--- config.mk ---
export PLATFORM = sky130hd
export DESIGN_NAME = shift_arbiter_ctrl
export DESIGN_NICKNAME = d
export VERILOG_FILES = /design/src/rtl/shift_arbiter_ctrl_pkg.sv /design/src/rtl/shift_arbiter_ctrl_shift_step.sv /design/src/rtl/shift_arbiter_ctrl.sv
export SDC_FILE = /design/constraint.sdc
export NUM_CORES = 1
export LEC_CHECK = 0
export CAP_MARGIN = 20
export CORE_MARGIN = 4
export CORE_UTILIZATION = 40
export CTS_CLUSTER_SIZE = 40
export DETAILED_ROUTE_END_ITERATION = 10
export GPL_ROUTABILITY_DRIVEN = 0
export HOLD_SLACK_MARGIN = 0.1
export PLACE_DENSITY = 0.71
export SLEW_MARGIN = 15
export SYNTH_ARGS = -nofsm -noshare
export SYNTH_HDL_FRONTEND = slang
export SYNTH_SLANG_ARGS = --single-unit
--- constraint.sdc ---
create_clock -name clk -period 5 [get_ports clk]
set_clock_uncertainty 0.2 [all_clocks]
set_input_delay 0.75 -clock clk [delete_from_list [all_inputs] [get_ports clk]]
set_output_delay 0.75 -clock clk [all_outputs]
set_load 0.02 [all_outputs]
--- src/rtl/shift_arbiter_ctrl_pkg.sv ---
// Shared types and constants for the round-robin shift arbiter controller.
// Requester IDs are 1-bit encodings that appear directly on res_id.
package shift_arbiter_ctrl_pkg;

   typedef enum logic [1:0] {
      IDLE  = 2'd0,
      SHIFT = 2'd1,
      DONE  = 2'd2
   } state_t;

   localparam logic ID_REQ0 = 1'b0;
   localparam logic ID_REQ1 = 1'b1;

endpackage

--- src/rtl/shift_arbiter_ctrl_shift_step.sv ---
// One-bit left shift built from a concatenation, with no shift operator.
// The bit shifted into the LSB is zero, or the old MSB when ROTATE is set.
module shift_step #(
   parameter int DATA_W = 8,
   parameter int ROTATE = 0
) (
   input  logic [DATA_W-1:0] i_data,
   output logic [DATA_W-1:0] o_data
);

   logic w_fill;

   assign w_fill = (ROTATE != 0) ? i_data[DATA_W-1] : 1'b0;
   assign o_data = {i_data[DATA_W-2:0], w_fill};

endmodule

--- src/rtl/shift_arbiter_ctrl.sv ---
// Round-robin arbiter for two requesters sharing one serial left-shift datapath.
// The result appears on a valid/ready port together with the owning requester ID.
module shift_arbiter_ctrl
   import shift_arbiter_ctrl_pkg::*;
#(
   parameter int DATA_W = 8,
   parameter int AMT_W  = 3,
   parameter int ROTATE = 0
) (
   input  logic              clk,
   input  logic              reset,
   input  logic              req0_valid,
   output logic              req0_ready,
   input  logic [DATA_W-1:0] req0_data,
   input  logic [AMT_W-1:0]  req0_amt,
   input  logic              req1_valid,
   output logic              req1_ready,
   input  logic [DATA_W-1:0] req1_data,
   input  logic [AMT_W-1:0]  req1_amt,
   output logic              res_valid,
   input  logic              res_ready,
   output logic [DATA_W-1:0] res_data,
   output logic              res_id,
   output logic              busy,
   output state_t            dbg_state
);

   // Handshakes: a transfer happens on any rising edge where valid and ready
   // are both high. Requesters hold data/amt stable while valid is high and
   // ready is low; the result port holds res_data/res_id until res_ready.

   state_t            r_state;
   logic [DATA_W-1:0] r_sh;
   logic [AMT_W-1:0]  r_cnt;
   logic [DATA_W-1:0] r_res_data;
   logic              r_res_id;
   logic              r_res_valid;
   logic              r_busy;
   logic              r_last_id;

   logic              w_grant;
   logic              w_idle;
   logic              w_accept;
   logic [DATA_W-1:0] w_cap_data;
   logic [AMT_W-1:0]  w_cap_amt;
   logic [DATA_W-1:0] w_sh_next;

   always_comb begin
      w_grant = ID_REQ0;
      if (req0_valid && req1_valid) begin
         w_grant = ~r_last_id;
      end else if (req1_valid) begin
         w_grant = ID_REQ1;
      end
   end

   assign w_idle     = (r_state == IDLE);
   assign w_accept   = w_idle && (req0_valid || req1_valid);
   assign w_cap_data = (w_grant == ID_REQ1) ? req1_data : req0_data;
   assign w_cap_amt  = (w_grant == ID_REQ1) ? req1_amt  : req0_amt;

   // Ready is gated by reset so nothing looks accepted while reset is held.
   assign req0_ready = ~reset && w_idle && req0_valid && (w_grant == ID_REQ0);
   assign req1_ready = ~reset && w_idle && req1_valid && (w_grant == ID_REQ1);

   shift_step #(
      .DATA_W (DATA_W),
      .ROTATE (ROTATE)
   ) u_shift_step (
      .i_data (r_sh),
      .o_data (w_sh_next)
   );

   always_ff @(posedge clk or posedge reset) begin
      if (reset) begin
         r_state     <= IDLE;
         r_sh        <= '0;
         r_cnt       <= '0;
         r_res_data  <= '0;
         r_res_id    <= ID_REQ0;
         r_res_valid <= 1'b0;
         r_busy      <= 1'b0;
         r_last_id   <= ID_REQ1;
      end else begin
         case (r_state)
            IDLE: begin
               if (w_accept) begin
                  r_sh      <= w_cap_data;
                  r_cnt     <= w_cap_amt;
                  r_res_id  <= w_grant;
                  r_last_id <= w_grant;
                  r_busy    <= 1'b1;
                  if (w_cap_amt == '0) begin
                     r_res_data  <= w_cap_data;
                     r_res_valid <= 1'b1;
                     r_state     <= DONE;
                  end else begin
                     r_state <= SHIFT;
                  end
               end
            end
            SHIFT: begin
               r_sh  <= w_sh_next;
               r_cnt <= r_cnt - 1'b1;
               // Counter at one means this edge performs the final shift.
               if (r_cnt == AMT_W'(1)) begin
                  r_res_data  <= w_sh_next;
                  r_res_valid <= 1'b1;
                  r_state     <= DONE;
               end
            end
            DONE: begin
               if (res_ready) begin
                  r_res_valid <= 1'b0;
                  r_busy      <= 1'b0;
                  r_state     <= IDLE;
               end
            end
            default: begin
               r_res_valid <= 1'b0;
               r_busy      <= 1'b0;
               r_state     <= IDLE;
            end
         endcase
      end
   end

   assign res_valid = r_res_valid;
   assign res_data  = r_res_data;
   assign res_id    = r_res_id;
   assign busy      = r_busy;
   assign dbg_state = r_state;

endmodule

==> results_dict.tcl, run 1 <==
set metrics [dict create \
    status "finished, final reports clean" \
    maxCapViolCount 0 \
    cts_sinks 24 \
    p_total_mw 1.05 \
    dieWidth_um 64.0 \
    fin_crit_ns 3.65 \
    ys_async_sr_fraction_pct 100 \
    fmaxAchievable_ghz 0.274 \
    vias 1015 \
    fp.dieArea_um2 4100 \
    grt_pass1_wl_mm 4.96 \
    place_area_um2 1710 \
    dr.pass1.iters 5 \
    cts_tree "done" \
    htree_num_levels 1 \
    grt-ovfl-total 0 \
    synth_top_area_cell "dfrtp_1" \
    nets 186 \
    worstMarginPinSlew_ns 0.632 \
    vias_per_cell 5.08 \
    dpl.hpwl_mm 2.17 \
    crit_path_start_kind "input port" \
    finalSetupTns_ns 0 \
    synth_edf_count 0 \
    cp.required_ns 4.05 \
    stdcell_area_um2 1760 \
    drive_above_1_share_pct 14.7 \
    finalWorstSetupSlack_ns 1.35 \
    critPathMaxFanout 15 \
    end_kind "output port" \
    yosys_most_used_dff "dfrtp_1" \
    syn_nets 144 \
    ios 42 \
    rows 20 \
    die_h_um 64.0 \
    grt_antenna_before_repair 0 \
    vdd_drop_max_v 0.000298 \
    p_leak_nw 0.744 \
    rsz0062_at_grt "no" \
    cts_setup_buffers 0 \
    crit_type "in2out" \
    period_share_pct 72.9 \
    slew_violations 0 \
    critical_path_arrival_ns 2.70 \
    pre_cts_slack_ns 1.35 \
    synth_top_area_share_pct 45.8 \
    clk_pin_slew_ns 0.12 \
    insertion_delay_ns 0.33 \
    antenna_left 0 \
    drt_iter0_drc 60 \
    grt_max_degree 26 \
    max-slew-margin-rel_pct 57.7 \
    ys_types 30 \
    syn-cell-area_um2 1260 \
    area_growth_pct 39.9 \
    antenna_cells 0 \
    syn_inst 115 \
    synth_commonest_cells "23 x dfrtp_1, 13 x mux2_2, 13 x nor2_1" \
    start_util_pct 41.5 \
    ys.warnings.count 0 \
    post_cts_resized 0 \
    core_region_area_um2 3030 \
    hold_viol 0 \
    cts-root-buf "clkbuf_4" \
    portBuffers 41 \
    power_density_nw_per_um2 594 \
    clk_path_buf_depth 2 \
    synth_area_leaders "dfrtp_1 46%, mux2_2 12%, mux2i_1 8.8%" \
    drt_wl_total_mm 2.86 \
    min_path_type "reg2reg" \
    synth.avg_cell_area_um2 10.9 \
    grt_pass1_vias 1060 \
    cts_buffers 3 \
    setup_viol 0 \
    wl_per_cell_um 14.3 \
    cts_hold_buf 0 \
    seq_area_frac_synth_pct 47.9 \
    synth-seq-cells 24 \
    yosysMostFrequentCell "dfrtp_1" \
    grt_use_total_pct 15.0 \
    drc 0 \
]
[logic make-up after synthesis]
| family | share of synthesized area, % |
|---|---|
| DFF | 47.9 |
| and+or+nand+nor | 11.1 |
| buffers and inverters | 3.39 |
| muxes | 21.6 |
| adders and majority gates | 1.99 |
| AOI/OAI and AO/OA | 14.0 |
[final timing paths]
path / start / end / slack, ns / cells after the start
worst max-delay path: req1_valid / req1_ready / 1.35 / 4
worst min-delay path: busy / busy / 0.30 / 1
worst max register to register: r_last_id / res_data[3] / 2.61 / 4
worst min register to register: busy / busy / 0.30 / 1
max in group asynchronous: reset / r_last_id / 3.73 / 3
min in group asynchronous: reset / res_id / 0.59 / 3
[power breakdown]
group	internal (mW)	leakage (nW)	total, mW	switching [mW]
Clock	0.0811	0.0279	0.142	0.0611
Combinational	0.271	0.438	0.536	0.265
Sequential	0.294	0.278	0.367	0.0727
Total	0.646	0.744	1.05	0.399
[layout make-up]
class	instances	area (um2)
Clock buffer	3	22.5
Timing Repair Buffer	42	418
Clock inverter	1	30.0
Sequential cell	24	602
Inverter	5	18.8
Tap cell	44	55.1
Fill cell	280	1270
Multi-Input combinational cell	81	612
[metal layers]
layer	vias up	routed length, um	track usage (%)
met4	0	28	3.23
met5	-	0	0
met2	36	1420	25.8
met1	488	1210	19.4
met3	3	202	3.16
li1	488	-	-
[state kept, by name (all words and copies together), names as in the netlist]
| name | cells |
|---|---|
| r_last_id | 1 |
| res_id | 1 |
| res_data | 8 |
| res_valid | 1 |
| r_cnt | 3 |
| r_sh | 7 |
| dbg_state | 2 |
| busy | 1 |
[placed cells by master (no fill, tap or decap)]
cell             count
a21boi_4             1
a21o_1               2
a21oi_1             10
a221o_1              1
a221oi_1             1
a22o_1               1
a31oi_1              1
a32oi_1              1
and3_1               1
buf_4                1
bufinv_16            1
clkbuf_4             3
clkdlybuf4s50_1     41
dfrtp_1             23
dfstp_2              1
ha_1                 2
inv_1                5
mux2_2              13
mux2_4               1
mux2i_1             11
nand2_1              6
nand2b_1             2
nor2_1              13
nor2_2               1
nor2b_1              1
nor3_1               4
nor4bb_1             1
o211ai_4             1
o21ai_0              4
o22a_1               1
or2_0                1
[worst max-delay path, cell delays in order]
cell	delay, ns
clkdlybuf4s50_1	0.53
a21boi_4	0.58
and3_1	0.23
clkdlybuf4s50_1	0.60
[metrics by stage]
step / utilization, % / cells / hold slack, ns
4_1_cts: 58.1 / 200 / 0.305
3_3_place_gp: 56.3 / 196 / 0.260
5_1_grt: 58.1 / 200 / 0.316
2_1_floorplan: - / 115 / 0.250
3_5_place_dp: 56.3 / 196 / 0.271
6_report: 58.1 / 200 / 0.301
(Power assumes the default switching activity.)
==> inputs of run 2 (changes only) <==
- PLACE_DENSITY: 0.71 -> 0.74
- clock period: 5 -> 3.1 ns (I/O delays scaled with it)
==> results_dict.tcl, run 2 (synthesized netlist as in run 1, its figures left out) <==
set metrics [dict create \
    drt_wl_total_mm 2.93 \
    finalSetupTns_ns 0 \
    rows 20 \
    power_density_nw_per_um2 924 \
    mostFrequentLayoutCell "clkdlybuf4s50_1" \
    place_area_um2 1720 \
    insertion_delay_ns 0.30 \
    vias 1006 \
    grt_pass1_vias 1119 \
    wl_per_cell_um 14.5 \
    slowest_stage "clkdlybuf4s50_1" \
    cp.required_ns 2.43 \
    critical_path_arrival_ns 2.16 \
    vdd_drop_max_v 0.000329 \
    layout_common_cells "41 x clkdlybuf4s50_1, 23 x dfrtp_1, 13 x nor2_1, 13 x mux2_2, 11 x mux2i_1" \
    start_util_pct 41.5 \
    dpl.hpwl_mm 2.25 \
    cts_sinks 24 \
    stdcell_area_um2 1750 \
    grt_use_total_pct 15.9 \
    cp_cell_sequence "clkdlybuf4s50_1, a21boi_4, nor4bb_1, clkdlybuf4s50_1" \
    cts-root-buf "clkbuf_4" \
    drive_above_1_share_pct 15.2 \
    ios 42 \
    fmaxAchievable_ghz 0.355 \
    cts_tree "done" \
    slew_violations 0 \
    die_h_um 64.0 \
    holdWs_ns 0.305 \
    vias_per_cell 4.98 \
    setup_viol 0 \
    drt_iter0_drc 32 \
    largest_reg_flops 8 \
    antenna_left 0 \
    portBuffers 41 \
    worstMarginPinSlew_ns 0.581 \
    crit_type "in2out" \
    clk_path_buf_depth 2 \
    fp.dieArea_um2 4100 \
    status "finished, final reports clean" \
    period_share_pct 91.0 \
    p_leak_nw 0.740 \
    drc 0 \
    grt_max_degree 25 \
    max_stage_delay_ns 0.66 \
    cts_setup_buffers 0 \
    clk_pin_slew_ns 0.13 \
    htree_num_levels 1 \
    fin_crit_ns 2.82 \
    end_kind "output port" \
    area_growth_pct 39.0 \
    maxCapViolCount 0 \
    post_cts_resized 0 \
    min_path_type "reg2reg" \
    grt-ovfl-total 0 \
    critPathMaxFanout 7 \
    core_region_area_um2 3030 \
    dr.pass1.iters 4 \
    rsz0062_at_grt "no" \
    nets 188 \
    crit_path_frequent_cell "clkdlybuf4s50_1" \
    max-slew-margin-rel_pct 61.2 \
    hold_viol 0 \
    cts_buffers 3 \
    grt_antenna_before_repair 0 \
    pre_cts_slack_ns 0.257 \
    dieWidth_um 64.0 \
    antenna_cells 0 \
    finalWorstSetupSlack_ns 0.280 \
    crit_path_start_kind "input port" \
    grt_pass1_wl_mm 5.22 \
    cts_hold_buf 0 \
]
-- run 2: final timing paths --
kind                            start           to  slack (ns)  depth (start not counted)
min reg2reg                      busy         busy        0.31                          1
max                        req0_valid   req0_ready        0.28                          4
min in group asynchronous       reset  res_data[7]        0.35                          3
max reg2reg                 r_last_id  res_data[4]        1.02                          4
min                              busy         busy        0.31                          1
max in group asynchronous       reset    r_last_id        2.07                          3
-- run 2: layer usage --
| metal | GRT usage, % | part of all wire (%) |
|---|---|---|
| met5 | 0 | 0 |
| met4 | 5.12 | 1.2 |
| met3 | 3.51 | 6.0 |
| met1 | 20.0 | 44 |
| met2 | 27.0 | 49 |
-- run 2: area by class of cell --
| type | count | area (um2) |
|---|---|---|
| repair buffers | 44 | 433 |
| clock buffers | 4 | 26.3 |
| well taps | 44 | 55.1 |
| inverters | 5 | 18.8 |
| multi-input cells | 81 | 612 |
| flip-flops and latches | 24 | 602 |
| fillers | 280 | 1280 |
-- run 2: where the power goes --
| part | switching (mW) | internal, mW | leakage, nW |
|---|---|---|---|
| clock network | 0.0910 | 0.0502 | 0.0150 |
| logic | 0.432 | 0.448 | 0.447 |
| registers | 0.119 | 0.475 | 0.278 |
| total | 0.642 | 0.972 | 0.740 |
-- run 2: worst max-delay path: cells and delay by family --
| kind | cells | cell delay [ns] |
|---|---|---|
| simple gates | 1 | 0.29 |
| compound gates | 1 | 0.14 |
| buf+inv | 2 | 1.26 |
-- run 2: metrics by stage --
stage	util [%]	instances	power, mW
after floorplan	-	115	1.16
after global placement	56.8	198	1.45
after detailed placement	56.8	198	1.49
after CTS	57.7	202	1.63
after global routing	57.7	202	1.75
final	57.7	202	1.61
==> inputs of run 3 (changes only) <==
- CORE_MARGIN: 4 -> 2
- PLACE_DENSITY: 0.74 -> 0.75
==> results_dict.tcl, run 3 (synthesized netlist as in run 1, its figures left out) <==
set metrics [dict create \
    maxCapViolCount 0 \
    grt_antenna_before_repair 0 \
    use_met2_pct 28.9 \
    grt-ovfl-total 0 \
    cts_sinks 24 \
    layout_common_cells "41 x clkdlybuf4s50_1, 23 x dfrtp_1, 13 x nor2_1, 13 x mux2_2, 11 x mux2i_1" \
    p_comb_share_pct 53.7 \
    cts_buffers 3 \
    nets 187 \
    hold_path_end "r_sh[0]" \
    max-slew-margin-rel_pct 61.0 \
    worstMarginPinSlew_ns 0.584 \
    r2r-end "res_data[2]" \
    vias 1037 \
    cts_tree "done" \
    fmaxAchievable_ghz 0.346 \
    grt_use_met1_pct 20.5 \
    htree_num_levels 1 \
    netSwitchingFraction_pct 39.3 \
    dpl.hpwl_mm 2.12 \
    min_path_type "reg2reg" \
    grt_busiest_layer "met2" \
    clk_path_buf_depth 2 \
    grt_max_degree 25 \
    post-route-util_pct 57.8 \
    dieWidth_um 60.0 \
    clkPwrFrac_pct 10.0 \
    holdCritStartpoint "r_sh[0]" \
    n_fill_cell 273 \
    r2r_slack_ns 1.02 \
    critPathMaxFanout 13 \
    dr.pass1.iters 4 \
    holdWs_ns 0.292 \
    drt_wl_total_mm 2.79 \
    crit_type "reg2out" \
    use_met3_pct 2.16 \
    antenna_left 0 \
    vias_per_cell 5.16 \
    p_switching_mw 0.639 \
    portBuffers 41 \
    cts_hold_buf 0 \
    cp.required_ns 2.43 \
    period_share_pct 93.2 \
    fp.dieArea_um2 3600 \
    drt_iter0_drc 34 \
    grt_pass1_wl_mm 4.46 \
    drive_above_1_share_pct 15.3 \
    p_int_mw 0.986 \
    clk_pin_slew_ns 0.13 \
    rows 20 \
    post_cts_resized 0 \
    largest_reg_flops 8 \
    vdd_drop_max_v 0.000333 \
    cts-root-buf "clkbuf_4" \
    power_density_nw_per_um2 929 \
    p_seq_share_pct 36.3 \
    setup_viol 0 \
    grt_pass1_vias 999 \
    mostFrequentLayoutCell "clkdlybuf4s50_1" \
    wl_per_cell_um 13.9 \
    p_leak_nw 0.742 \
    cts_setup_buffers 0 \
    regToRegStartpoint "dbg_state[0]" \
    crit_path_start_kind "flip-flop" \
    ios 42 \
    slew_violations 0 \
    finalSetupTns_ns 0 \
    whs_path_depth 1 \
    insertion_delay_ns 0.30 \
    reg2reg_depth 4 \
    status "finished, final reports clean" \
    area_growth_pct 39.2 \
    grt_use_total_pct 16.4 \
    rsz0062_at_grt "no" \
    critical_path_arrival_ns 2.22 \
    end_kind "output port" \
    fin_crit_ns 2.89 \
    die_h_um 60.0 \
    start_util_pct 41.5 \
    core_region_area_um2 3030 \
    drc 0 \
    antenna_cells 0 \
    hold_viol 0 \
]
[run 3: power by group through the flow]
| stage | sequential (mW) | combinational [mW] | clock, mW |
|---|---|---|---|
| after floorplan | 0.653 | 0.512 | 0 |
| after CTS | 0.592 | 0.885 | 0.169 |
| after global placement | 0.594 | 0.852 | 0 |
| after detailed placement | 0.599 | 0.880 | 0 |
| after global routing | 0.613 | 0.946 | 0.177 |
| final | 0.591 | 0.872 | 0.163 |
[run 3: worst max-delay path by stage]
stage	slack, ns	endpoint	depth (start not counted)	from
3_5_place_dp	0.24	req0_ready	4	req0_valid
5_1_grt	0.1	req0_ready	3	dbg_state[0]
2_1_floorplan	0.77	req0_ready	3	dbg_state[0]
6_report	0.21	req0_ready	3	dbg_state[0]
3_3_place_gp	0.35	req1_ready	4	req1_valid
4_1_cts	0.18	req0_ready	3	dbg_state[0]
[run 3: layer usage]
| layer | vias to the layer above | part of all wire, % | wire length [um] |
|---|---|---|---|
| met5 | - | 0 | 0 |
| met2 | 38 | 49 | 1370 |
| met3 | 2 | 6.9 | 193 |
| met1 | 504 | 43 | 1200 |
| li1 | 493 | - | - |
| met4 | 0 | 0.97 | 27 |
[run 3: cell type report]
cell class | count | area (um2) | share of cell area, %
clock buffer | 4 | 36.3 | 2.07
sequential | 24 | 602 | 34.4
multi-input combinational | 81 | 612 | 35.0
tap | 44 | 55.1 | 3.15
inverter | 5 | 18.8 | 1.07
timing repair buffer | 43 | 425 | 24.3
[run 3: critical path, cell delays in order, from the launching register on]
cell             delay, ns
dfrtp_1               0.55
nor2_1                0.33
nor4bb_1              0.37
clkdlybuf4s50_1       0.67
[run 3: per-stage QoR]
| step | setup WS (ns) | power (mW) | area, um2 | instances |
|---|---|---|---|---|
| floorplan | 0.774 | 1.16 | 1260 | 115 |
| CTS | 0.181 | 1.65 | 1750 | 201 |
| finish | 0.211 | 1.63 | 1750 | 201 |
| global placement | 0.346 | 1.45 | 1710 | 197 |
| global route | 0.0962 | 1.74 | 1750 | 201 |
| detailed placement | 0.236 | 1.48 | 1710 | 197 |
